--- config.mk ---
export PLATFORM = sky130hd
export DESIGN_NAME = spi_wb_sequencer
export DESIGN_NICKNAME = d
export VERILOG_FILES = /design/src/rtl/spi_wb_sequencer.sv
export SDC_FILE = /design/constraint.sdc
export NUM_CORES = 1
export LEC_CHECK = 0
export CORE_MARGIN = 1
export CORE_UTILIZATION = 50
export CTS_CLUSTER_SIZE = 8
export DETAILED_ROUTE_END_ITERATION = 16
export PLACE_DENSITY = 0.86
export SYNTH_ARGS = -nofsm -noshare
export SYNTH_HDL_FRONTEND = slang
export SYNTH_SLANG_ARGS = --single-unit
--- constraint.sdc ---
create_clock -name wb_clk_i -period 4.2 [get_ports wb_clk_i]
set_input_delay 0.63 -clock wb_clk_i [delete_from_list [all_inputs] [get_ports wb_clk_i]]
set_output_delay 0.63 -clock wb_clk_i [all_outputs]
set_load 0.005 [all_outputs]
--- src/rtl/spi_wb_sequencer.sv ---
// spi_wb_sequencer: Wishbone master that runs one SPI word transfer per request on the SPI wrapper core.
// Define SPI_SEQ_TIMEOUT_EN to bound CTRL polling with POLL_TIMEOUT and report a timeout as an error.
module spi_wb_sequencer #(
  parameter logic [7:0] SS_MASK   = 8'h01,
  parameter bit         LSB_FIRST = 1'b0
`ifdef SPI_SEQ_TIMEOUT_EN
  ,
  parameter int unsigned POLL_TIMEOUT = 1023
`endif
) (
  input  logic        wb_clk_i,
  input  logic        wb_rst_i,
  input  logic        req_valid_i,
  output logic        req_ready_o,
  input  logic [31:0] req_data_i,
  input  logic [4:0]  req_len_i,
  input  logic [15:0] req_div_i,
  output logic        resp_valid_o,
  output logic [31:0] resp_data_o,
  output logic        resp_err_o,
  output logic        busy_o,
  output logic [2:0]  m_wb_adr_o,
  output logic [31:0] m_wb_dat_o,
  input  logic [31:0] m_wb_dat_i,
  output logic [3:0]  m_wb_sel_o,
  output logic        m_wb_we_o,
  output logic        m_wb_cyc_o,
  output logic        m_wb_stb_o,
  input  logic        m_wb_ack_i,
  input  logic        m_wb_err_i
);

  localparam int unsigned DATA_W = 32;
  localparam int unsigned LEN_W  = 5;

  localparam logic [2:0] ADR_TX   = 3'd0;
  localparam logic [2:0] ADR_CTRL = 3'd4;
  localparam logic [2:0] ADR_DIV  = 3'd5;
  localparam logic [2:0] ADR_SS   = 3'd6;

  typedef enum logic [2:0] {
    S_IDLE, S_WR_DIV, S_WR_SS, S_WR_TX, S_WR_CTRL, S_POLL, S_RD_RX, S_RESP
  } state_t;

  state_t              state;
  logic [DATA_W-1:0]   data_q;
  logic [LEN_W-1:0]    len_q;
  logic [6:0]          char_len_c;
  logic [DATA_W-1:0]   ctrl_word_c;
  logic [DATA_W-1:0]   rx_mask_c;

`ifdef SPI_SEQ_TIMEOUT_EN
  localparam logic [9:0] POLL_LIMIT = 10'(POLL_TIMEOUT);
  logic [9:0] poll_cnt;
`endif

  // CTRL word: ASS, TX_NEG and GO set; a zero length encodes a full 32-bit word
  always_comb begin
    char_len_c  = (len_q == 5'd0) ? 7'd32 : {2'b00, len_q};
    ctrl_word_c = {18'd0, 1'b1, 1'b0, LSB_FIRST, 1'b1, 1'b0, 1'b1, 1'b0, char_len_c};
    rx_mask_c   = (len_q == 5'd0) ? {DATA_W{1'b1}} : ((32'd1 << len_q) - 32'd1);
  end

  assign m_wb_stb_o = m_wb_cyc_o;
  assign m_wb_sel_o = 4'hF;

  // Each access state first raises cyc (one idle cycle after the previous ack), then waits for ack/err
  always_ff @(posedge wb_clk_i) begin
    if (wb_rst_i) begin
      state        <= S_IDLE;
      req_ready_o  <= 1'b1;
      busy_o       <= 1'b0;
      resp_valid_o <= 1'b0;
      resp_err_o   <= 1'b0;
      resp_data_o  <= '0;
      m_wb_cyc_o   <= 1'b0;
      m_wb_we_o    <= 1'b0;
      m_wb_adr_o   <= '0;
      m_wb_dat_o   <= '0;
      data_q       <= '0;
      len_q        <= '0;
`ifdef SPI_SEQ_TIMEOUT_EN
      poll_cnt     <= '0;
`endif
    end else begin
      resp_valid_o <= 1'b0;
      case (state)
        S_IDLE: begin
          if (req_valid_i && req_ready_o) begin
            data_q      <= req_data_i;
            len_q       <= req_len_i;
            req_ready_o <= 1'b0;
            busy_o      <= 1'b1;
            m_wb_we_o   <= 1'b1;
            m_wb_adr_o  <= ADR_DIV;
            m_wb_dat_o  <= {16'd0, req_div_i};
            state       <= S_WR_DIV;
          end
        end
        S_RESP: begin
          req_ready_o <= 1'b1;
          busy_o      <= 1'b0;
          state       <= S_IDLE;
        end
        default: begin
          if (!m_wb_cyc_o) begin
            m_wb_cyc_o <= 1'b1;
          end else if (m_wb_err_i) begin
            m_wb_cyc_o   <= 1'b0;
            m_wb_we_o    <= 1'b0;
            resp_valid_o <= 1'b1;
            resp_err_o   <= 1'b1;
            state        <= S_RESP;
          end else if (m_wb_ack_i) begin
            m_wb_cyc_o <= 1'b0;
            case (state)
              S_WR_DIV: begin
                m_wb_adr_o <= ADR_SS;
                m_wb_dat_o <= {24'd0, SS_MASK};
                state      <= S_WR_SS;
              end
              S_WR_SS: begin
                m_wb_adr_o <= ADR_TX;
                m_wb_dat_o <= data_q;
                state      <= S_WR_TX;
              end
              S_WR_TX: begin
                m_wb_adr_o <= ADR_CTRL;
                m_wb_dat_o <= ctrl_word_c;
                state      <= S_WR_CTRL;
              end
              S_WR_CTRL: begin
                m_wb_we_o  <= 1'b0;
                m_wb_adr_o <= ADR_CTRL;
                m_wb_dat_o <= '0;
                state      <= S_POLL;
`ifdef SPI_SEQ_TIMEOUT_EN
                poll_cnt   <= '0;
`endif
              end
              S_POLL: begin
                if (m_wb_dat_i[8]) begin
`ifdef SPI_SEQ_TIMEOUT_EN
                  if (poll_cnt + 10'd1 == POLL_LIMIT) begin
                    resp_valid_o <= 1'b1;
                    resp_err_o   <= 1'b1;
                    state        <= S_RESP;
                  end else begin
                    poll_cnt <= poll_cnt + 10'd1;
                  end
`endif
                end else begin
                  m_wb_adr_o <= ADR_TX;
                  state      <= S_RD_RX;
                end
              end
              S_RD_RX: begin
                resp_data_o  <= m_wb_dat_i & rx_mask_c;
                resp_valid_o <= 1'b1;
                resp_err_o   <= 1'b0;
                state        <= S_RESP;
              end
              default: state <= S_IDLE;
            endcase
          end
        end
      endcase
    end
  end

endmodule

==> results of run 1 <==
-- flip-flops by register name, summed over array words and instances, names as in the netlist --
| signal | flops |
|---|---|
| data_q | 32 |
| m_wb_dat_o | 32 |
| resp_data_o | 32 |
| len_q | 5 |
| m_wb_adr_o | 3 |
| state | 3 |
| busy_o | 1 |
| m_wb_cyc_o | 1 |
| m_wb_we_o | 1 |
| req_ready_o | 1 |
| resp_err_o | 1 |
| resp_valid_o | 1 |
-- metrics by stage --
stage / worst slack, ps / instances / util / hold WS (ps) / cell area (um^2)
final: 1130 / 940 / 0.742 / 448 / 7380
after global routing: 839 / 940 / 0.742 / 463 / 7380
after CTS: 1190 / 940 / 0.742 / 450 / 7380
after detailed placement: 1210 / 911 / 0.685 / 444 / 6810
after global placement: 1300 / 911 / 0.685 / 437 / 6810
after floorplan: 1970 / 664 / - / 432 / 5220
-- cells in the final DEF (no fill, tap or decap), types with 4 or more instances in the layout --
master | netlist | final
clkdlybuf4s50_1 | 0 | 162
nand2_1 | 158 | 158
dfxtp_1 | 113 | 113
a21oi_1 | 88 | 88
nand3_1 | 39 | 38
nor2_1 | 21 | 20
and3_1 | 19 | 19
o21ai_0 | 18 | 18
clkbuf_16 | 0 | 16
a31o_1 | 15 | 15
buf_4 | 10 | 14
o21ai_1 | 9 | 9
nor3_1 | 9 | 9
mux2_2 | 8 | 8
mux2i_1 | 8 | 8
inv_1 | 8 | 8
o211ai_1 | 7 | 7
o22ai_1 | 6 | 6
o32ai_1 | 6 | 6
nor2b_1 | 5 | 5
o21a_1 | 5 | 5
o2111ai_1 | 4 | 4
nand4_1 | 4 | 4
a211oi_1 | 4 | 4
a31oi_1 | 4 | 4
conb_1 | 1 | 4
clkinv_2 | 0 | 4
-- area by class of cell --
| type | instances | area (um^2) | share of cell area |
|---|---|---|---|
| flip-flops and latches | 113 | 2260 | 0.306 |
| inverters | 9 | 33.8 | 0.00458 |
| well taps | 133 | 166 | 0.0225 |
| multi-input cells | 479 | 2620 | 0.355 |
| clock inverters | 11 | 141 | 0.0191 |
| clock buffers | 18 | 428 | 0.0580 |
| repair buffers | 177 | 1730 | 0.235 |
-- kinds of logic (layout without fill, tap and decap cells) --
logic type                 after synthesis  count (layout)  share of synthesized area
AOI/OAI and AO/OA                      179             179                      0.214
and+or+nand+nor                        278             278                      0.245
other                                    1               4                   0.000720
DFF                                    113             113                      0.435
adders and majority gates                2               2                    0.00457
muxes                                   16              16                     0.0327
buffers and inverters                   72             215                     0.0685
-- power by group --
part           total [mW]  internal, mW  switching, mW
clock network        1.40         0.904          0.496
registers            1.36          1.22          0.142
logic                1.33         0.539          0.788
total                4.09          2.66           1.43
-- worst max-delay path by stage --
stage                      endpoint  cells past startpoint
finish              resp_data_o[26]                      8
detailed placement  resp_data_o[26]                      8
global route        resp_data_o[28]                      8
global placement    resp_data_o[26]                      8
floorplan           resp_data_o[24]                     10
CTS                 resp_data_o[26]                      8
-- layer usage --
| layer | share of wire | vias to the layer above |
|---|---|---|
| met4 | 0.020 | 0 |
| met3 | 0.078 | 34 |
| met2 | 0.50 | 256 |
| met5 | 0 | - |
| li1 | - | 2572 |
| met1 | 0.41 | 2523 |
-- worst max-delay path: cells and delay by family, from the launching register on --
kind | cells | cell delay [ps]
fa+ha+maj | 1 | 490
flops | 1 | 560
compound gates | 3 | 460
simple gates | 4 | 1450
==> flow_metrics.env, run 1 <==
export IMPL_rows=36
export IMPL_io_pins=168
export IMPL_path_max_fanout=25
export IMPL_endpoint_kind="register"
export IMPL_use_met1=0.344
export IMPL_htreeDepth=4
export IMPL_wire_per_inst_um=16.8
export IMPL_grt_busiest_layer="met2"
export IMPL_hold_start="resp_data_o[9]"
export IMPL_die_height_um=104
export IMPL_cpPeakStageDelay_ps=560
export IMPL_use_met3=0.0783
export IMPL_synth_ff_type="dfxtp_1"
export IMPL_reg2reg_from="len_q[1]"
export IMPL_area_growth_pct=41.8
export IMPL_setup_worst_path_start="len_q[1]"
export IMPL_maxCapViolations=0
export IMPL_grt_setup_unrepaired="false"
export IMPL_setup_tns_ps=0
export IMPL_firstDrtPassIters=5
export IMPL_synth_top_area_share=0.435
export IMPL_synth_cells=661
export IMPL_die_area_mm2=0.0108
export IMPL_synth_seq_cells=113
export IMPL_min_path_cells=2
export IMPL_status="finished clean"
export IMPL_vias=5385
export IMPL_post_route_period_util=0.732
export IMPL_grt_util_met2=0.511
export IMPL_timing_final_crit_period_ps=3070
export IMPL_seq_area_frac_synth=0.435
export IMPL_synthTopCellsByArea="dfxtp_1 43%, nand2_1 11%, a21oi_1 8.5%"
export IMPL_netlist_area_mm2=0.00521
export IMPL_cts_buffer_depth=2
export IMPL_setup_violations=0
export IMPL_worstHoldPathType="reg2reg"
export IMPL_first_iter_violations=285
export IMPL_cts_sinks=113
export IMPL_fmaxAchievable_mhz=325
export IMPL_routed_wl_um=15800
export IMPL_antenna_left=0
export IMPL_antenna_found_initial=0
export IMPL_synth_top_area_cell="dfxtp_1"
export IMPL_dpl_hpwl_um=10500
export IMPL_arrival_ps=3470
export IMPL_skew_ps=6.86
export IMPL_power_density_mw_per_mm2=553
export IMPL_insertedDiodeCount=0
export IMPL_floorplan_initialDensity=0.523
export IMPL_gp_congestion=0.864
export IMPL_crit_slowest_cell="dfxtp_1"
export IMPL_synth_common_cells="158 x nand2_1, 113 x dfxtp_1, 88 x a21oi_1, 39 x nand3_1, 26 x clkbuf_1"
export IMPL_grt_max_degree=40
export IMPL_ys_types=58
export IMPL_cts_tree="yes"
export IMPL_worst_pin_slew_ps=925
export IMPL_remaining_drc_errors=0
export IMPL_power_total_mw=4.09
export IMPL_post_cts_buffers=0
export IMPL_ff2ff_setup_slack_ps=1130
export IMPL_synth_most_common_cell="nand2_1"
export IMPL_worstReg2RegEnd="resp_data_o[26]"
export IMPL_cp_cell_sequence="nor3_2, nand2_1, ha_1, nand2b_1, and3_1, a31oi_1, o32ai_1, a32o_1"
export IMPL_die_w_um=104
export IMPL_p_leak_nw=2.68
export IMPL_required_ps=4600
export IMPL_via_per_inst=5.73
export IMPL_numCtsBuffers=17
export IMPL_clkLatencyLatePin_ps=510
export IMPL_overflow=0
export IMPL_worst_ir_drop_vdd_uv=354
export IMPL_core_mm2=0.00995
export IMPL_synth_edf_count=0
export IMPL_fill_cells=746
export IMPL_final_hold_viol_count=0
export IMPL_clk_pin_slew_ps=50
export IMPL_ctsHoldBuffers=0
export IMPL_synthArstFlopShare=0
export IMPL_nNetsFinal=888
export IMPL_drive_above_1_share=0.0805
export IMPL_io_buffers=163
export IMPL_hold_end="resp_data_o[9]"
export IMPL_grtUsageTotal=0.295
export IMPL_ff2ff_path_depth=8
export IMPL_relSlewSlack=0.382
export IMPL_cts_root_buf="clkbuf_8"
export IMPL_cts_resized=0
export IMPL_cp_start_kind="register"
export IMPL_grt_pass1_vias=5234
export IMPL_grt_pass1_wl_um=25800
export IMPL_synth_avg_cell_area_um2=7.88
export IMPL_crit_type="reg2reg"
export IMPL_ys_warn_count=0
export IMPL_drv_slew=0
(Power assumes the default switching activity.)
==> run 2, diff against run 1 <==
- CORE_UTILIZATION: 50 -> 42
- PLACE_DENSITY: 0.86 -> 0.77
- clock period: 4.2 -> 2.52 ns (I/O delays scaled with it)
==> run 2 against run 1 <==
Clock skew is 4.7 ps higher. Global-route usage is 3.9 points lower. First-iteration DRC count is 45% higher. Hold slack worse by 29 ps. Final area is 2.1% higher. Core utilization is 12 points lower. Sequential share of layout area is 0.63 points lower. Count of clock-buffer cells in the layout is 1 lower. Flip-flop and latch count stayed put. Clock power is 73% higher. Cell count is 5.1% higher. Fmax is 34% higher.
==> flow_metrics.env, run 2 (synthesized netlist as in run 1, its figures left out) <==
export IMPL_via_per_inst=5.45
export IMPL_min_path_cells=2
export IMPL_cp_cell_sequence="nor3_2, nand3_1, ha_1, buf_4, and3_1, o32ai_1, nand4_1, a21oi_1"
export IMPL_setup_violations=0
export IMPL_clk_pin_slew_ps=60
export IMPL_worstHoldPathType="in2reg"
export IMPL_grt_pass1_vias=5150
export IMPL_nNetsFinal=898
export IMPL_worstReg2RegEnd="resp_data_o[30]"
export IMPL_ff2ff_path_depth=8
export IMPL_cts_resized=0
export IMPL_hold_end="data_q[10]"
export IMPL_overflow=0
export IMPL_die_area_mm2=0.0128
export IMPL_fmaxAchievable_mhz=437
export IMPL_skew_ps=11.6
export IMPL_gp_congestion=0.859
export IMPL_grt_max_degree=39
export IMPL_switching_share=0.360
export IMPL_antenna_found_initial=0
export IMPL_dpl_hpwl_um=10800
export IMPL_place_area_mm2=0.00694
export IMPL_floorplan_initialDensity=0.432
export IMPL_maxCapViolations=0
export IMPL_cts_buffer_depth=2
export IMPL_use_met1=0.305
export IMPL_drv_slew=0
export IMPL_drive_above_1_share=0.0951
export IMPL_numCtsBuffers=17
export IMPL_relSlewSlack=0.451
export IMPL_p_leak_nw=2.74
export IMPL_cp_start_kind="register"
export IMPL_endpoint_kind="register"
export IMPL_use_met3=0.0766
export IMPL_fin_area_mm2=0.00754
export IMPL_htreeDepth=4
export IMPL_area_growth_pct=44.8
export IMPL_hold_start="wb_rst_i"
export IMPL_final_cell_mix="162 x clkdlybuf4s50_1, 158 x nand2_1, 113 x dfxtp_1"
export IMPL_clkLatencyLatePin_ps=410
export IMPL_die_w_um=113
export IMPL_status="finished clean"
export IMPL_firstDrtPassIters=5
export IMPL_grt_setup_unrepaired="false"
export IMPL_ctsHoldBuffers=0
export IMPL_path_max_fanout=15
export IMPL_cts_sinks=113
export IMPL_crit_slowest_cell="nor3_2"
export IMPL_pwr_share_seq=0.317
export IMPL_post_route_period_util=0.907
export IMPL_final_hold_viol_count=0
export IMPL_die_height_um=113
export IMPL_setup_slack_ps=233
export IMPL_p_int_mw=4.48
export IMPL_top_regs="data_q: 32 flops, m_wb_dat_o: 32 flops, resp_data_o: 32 flops"
export IMPL_core_mm2=0.0121
export IMPL_cts_root_buf="clkbuf_16"
export IMPL_p_switching_mw=2.51
export IMPL_insertedDiodeCount=0
export IMPL_cts_tree="yes"
export IMPL_ff2ff_setup_slack_ps=230
export IMPL_p_comb_frac=0.337
export IMPL_grt_util_met2=0.435
export IMPL_cpPeakStageDelay_ps=410
export IMPL_power_density_mw_per_mm2=928
export IMPL_timing_final_crit_period_ps=2290
export IMPL_vias=5381
export IMPL_rows=40
export IMPL_io_buffers=163
export IMPL_final_common_cell="clkdlybuf4s50_1"
export IMPL_required_ps=2860
export IMPL_io_pins=168
export IMPL_first_iter_violations=413
export IMPL_remaining_drc_errors=0
export IMPL_post_cts_buffers=0
export IMPL_wire_per_inst_um=16.0
export IMPL_grt_busiest_layer="met2"
export IMPL_grtUsageTotal=0.256
export IMPL_routed_wl_um=15800
export IMPL_pwr_share_clk=0.346
export IMPL_antenna_left=0
export IMPL_reg2reg_from="len_q[1]"
export IMPL_dp_slack_ps=174
export IMPL_grt_pass1_wl_um=25600
export IMPL_worst_ir_drop_vdd_uv=456
export IMPL_setup_tns_ps=0
export IMPL_crit_type="reg2reg"
export IMPL_worst_pin_slew_ps=823
export IMPL_arrival_ps=2630
==> run 2: worst max-delay path, delay by kind of cell (launching register included) <==
family | cells | cell delay [ps]
DFF | 1 | 320
adders and majority gates | 1 | 240
and+or+nand+nor | 4 | 950
AOI/OAI and AO/OA | 2 | 520
buffers and inverters | 1 | 190
==> run 2: stage by stage <==
step | power (mW) | hold slack [ps] | utilization | instances
after floorplan | 3.70 | 432 | - | 664
after global placement | 4.48 | 438 | 0.575 | 956
after detailed placement | 4.56 | 445 | 0.575 | 956
after CTS | 7.00 | 402 | 0.625 | 988
after global routing | 7.37 | 434 | 0.625 | 988
final | 6.99 | 419 | 0.625 | 988
==> run 2: routing by layer <==
layer	vias up	share of wire
met2	230	0.49
met5	-	0
li1	2602	-
met4	0	0.019
met3	24	0.071
met1	2525	0.42
==> run 2: worst max path at each step <==
| stage | start | end | slack [ps] | cells after the start |
|---|---|---|---|---|
| finish | len_q[1] | resp_data_o[30] | 230 | 8 |
| global route | len_q[1] | resp_data_o[30] | 70 | 8 |
| CTS | len_q[1] | resp_data_o[30] | 260 | 8 |
| detailed placement | m_wb_ack_i | m_wb_dat_o[16] | 170 | 5 |
| global placement | m_wb_ack_i | m_wb_dat_o[16] | 230 | 5 |
| floorplan | len_q[4] | resp_data_o[24] | 290 | 10 |
==> run 2: power by group through the flow <==
stage               Combinational (mW)  Sequential, mW  Clock [mW]
floorplan                         1.51            2.19           0
global placement                  2.25            2.23           0
detailed placement                2.31            2.24           0
CTS                               2.33            2.21        2.45
global route                      2.58            2.25        2.55
finish                            2.36            2.22        2.42
==> run 2: cell type report <==
type,instances,area (um^2)
multi-input cells,479,2620
clock buffers,17,425
fillers,1056,4520
clock inverters,15,178
well taps,168,210
inverters,9,33.8
repair buffers,187,1810
flip-flops and latches,113,2260
==> run 3, diff against run 2 <==
- CORE_UTILIZATION: 42 -> 55
- DONT_BUFFER_PORTS: unset -> 1
- PLACE_DENSITY: 0.77 -> 0.7
- SLEW_MARGIN: unset -> 20
- clock period: 2.52 -> 2.6 ns (I/O delays scaled with it)
==> run 3 against run 2 <==
Flip-flop and latch count did not move. Die area decreased by 23%. Global-route usage grew 3.1 points. Clock power is 2% lower. Hold slack lost 400 ps. Core utilization is 1.8 points higher. Critical path depth down 2. Combinational power fell by 21%. Setup slack better by 180 ps. Register-to-register slack improved by 180 ps. Largest power group unchanged. Highest routed layer unchanged.
==> flow_metrics.env, run 3 (synthesized netlist as in run 1, its figures left out) <==
export IMPL_grtUsageTotal=0.287
export IMPL_grt_setup_unrepaired="false"
export IMPL_via_per_inst=6.15
export IMPL_skew_ps=7.62
export IMPL_reg2reg_from="state[0]"
export IMPL_cts_buffer_depth=2
export IMPL_dp_cells=736
export IMPL_p_leak_nw=2.17
export IMPL_status="finished clean"
export IMPL_setup_tns_ps=0
export IMPL_rows=35
export IMPL_power_density_mw_per_mm2=1090
export IMPL_post_route_period_util=0.840
export IMPL_floorplan_initialDensity=0.566
export IMPL_grt_pass1_vias=4481
export IMPL_final_common_cell="nand2_1"
export IMPL_vias=4745
export IMPL_overflow=0
export IMPL_drive_above_1_share=0.117
export IMPL_wire_per_inst_um=18.1
export IMPL_relSlewSlack=0.534
export IMPL_timing_final_crit_period_ps=2180
export IMPL_final_cell_mix="158 x nand2_1, 113 x dfxtp_1, 88 x a21oi_1"
export IMPL_die_area_mm2=0.00986
export IMPL_worst_pin_slew_ps=696
export IMPL_fmaxAchievable_mhz=458
export IMPL_insertedDiodeCount=0
export IMPL_dpl_hpwl_um=9330
export IMPL_core_mm2=0.00920
export IMPL_cts_sinks=113
export IMPL_wl_met1_um=5690
export IMPL_arrival_ps=2610
export IMPL_firstDrtPassIters=5
export IMPL_nNetsFinal=739
export IMPL_gp_congestion=0.961
export IMPL_endpoint_kind="register"
export IMPL_htreeDepth=4
export IMPL_die_w_um=99.3
export IMPL_hold_end="data_q[26]"
export IMPL_required_ps=3030
export IMPL_clkLatencyLatePin_ps=500
export IMPL_antenna_left=0
export IMPL_fill_cells=823
export IMPL_dp_slack_ps=432
export IMPL_worstReg2RegEnd="m_wb_dat_o[9]"
export IMPL_remaining_drc_errors=0
export IMPL_finish_utilization=0.643
export IMPL_io_buffers=0
export IMPL_cts_resized=0
export IMPL_highest_layer="met4"
export IMPL_wl_met3_um=1100
export IMPL_first_iter_violations=274
export IMPL_crit_type="reg2reg"
export IMPL_wl_met2_um=6850
export IMPL_setup_violations=0
export IMPL_fin_cells=771
export IMPL_setup_slack_ps=417
export IMPL_die_height_um=99.3
export IMPL_cts_root_buf="clkbuf_8"
export IMPL_io_pins=168
export IMPL_cts_tree="yes"
export IMPL_clk_pin_slew_ps=60
export IMPL_multiInputGateArea_mm2=0.00263
export IMPL_grt_max_degree=82
export IMPL_grt_pass1_wl_um=22400
export IMPL_maxCapViolations=0
export IMPL_cp_start_kind="register"
export IMPL_ff2ff_path_depth=6
export IMPL_antenna_found_initial=0
export IMPL_area_growth_pct=13.6
export IMPL_worstHoldPathType="in2reg"
export IMPL_seq_area_mm2=0.00226
export IMPL_top_regs="data_q: 32 flops, m_wb_dat_o: 32 flops, resp_data_o: 32 flops"
export IMPL_ff2ff_setup_slack_ps=420
export IMPL_final_hold_viol_count=0
export IMPL_min_path_cells=2
export IMPL_path_max_fanout=24
export IMPL_routed_wl_um=14000
export IMPL_drv_slew=0
export IMPL_hold_start="req_data_i[26]"
export IMPL_ctsHoldBuffers=3
export IMPL_numCtsBuffers=17
export IMPL_worst_ir_drop_vdd_uv=571
export IMPL_post_cts_buffers=0
-- run 3: worst max-delay path by stage --
stage	slack (ps)	endpoint	start
5_1_grt	230	resp_data_o[30]	len_q[0]
4_1_cts	430	m_wb_dat_o[14]	state[0]
6_report	420	m_wb_dat_o[9]	state[0]
2_1_floorplan	370	resp_data_o[24]	len_q[4]
3_5_place_dp	430	m_wb_dat_o[14]	state[0]
3_3_place_gp	540	m_wb_dat_o[0]	state[0]
-- run 3: area by class of cell --
cell class,instances,share of cell area
sequential,113,0.382
timing repair buffer,28,0.0402
clock buffer,18,0.0724
inverter,9,0.00571
multi-input combinational,479,0.444
clock inverter,13,0.0315
tap,111,0.0235
-- run 3: worst max-delay path, stage by stage, from the launching register on --
cell and delay [ps]:
dfxtp_1 470, or2_0 290, maj3_2 340, a21oi_4 340, buf_4 350, nand3_1 120, a21oi_1 190
-- run 3: per-layer routing --
layer | GRT usage | vias up
li1 | - | 2285
met5 | 0 | -
met1 | 0.338 | 2226
met2 | 0.487 | 201
met4 | 0.128 | 0
met3 | 0.0801 | 33
-- run 3: report_power, final --
part	switching [mW]	total, mW	internal, mW
logic	1.21	1.87	0.664
registers	0.216	2.18	1.97
clock network	0.807	2.38	1.58
-- run 3: metrics by stage --
stage / total power, mW / instance area, um^2 / hold WS [ps]
after floorplan: 3.58 / 5220 / 432
after global placement: 3.98 / 5240 / 432
after detailed placement: 4.03 / 5240 / 437
after CTS: 6.44 / 5900 / 0.693
after global routing: 6.80 / 5910 / 0.623
final: 6.44 / 5910 / 19.2
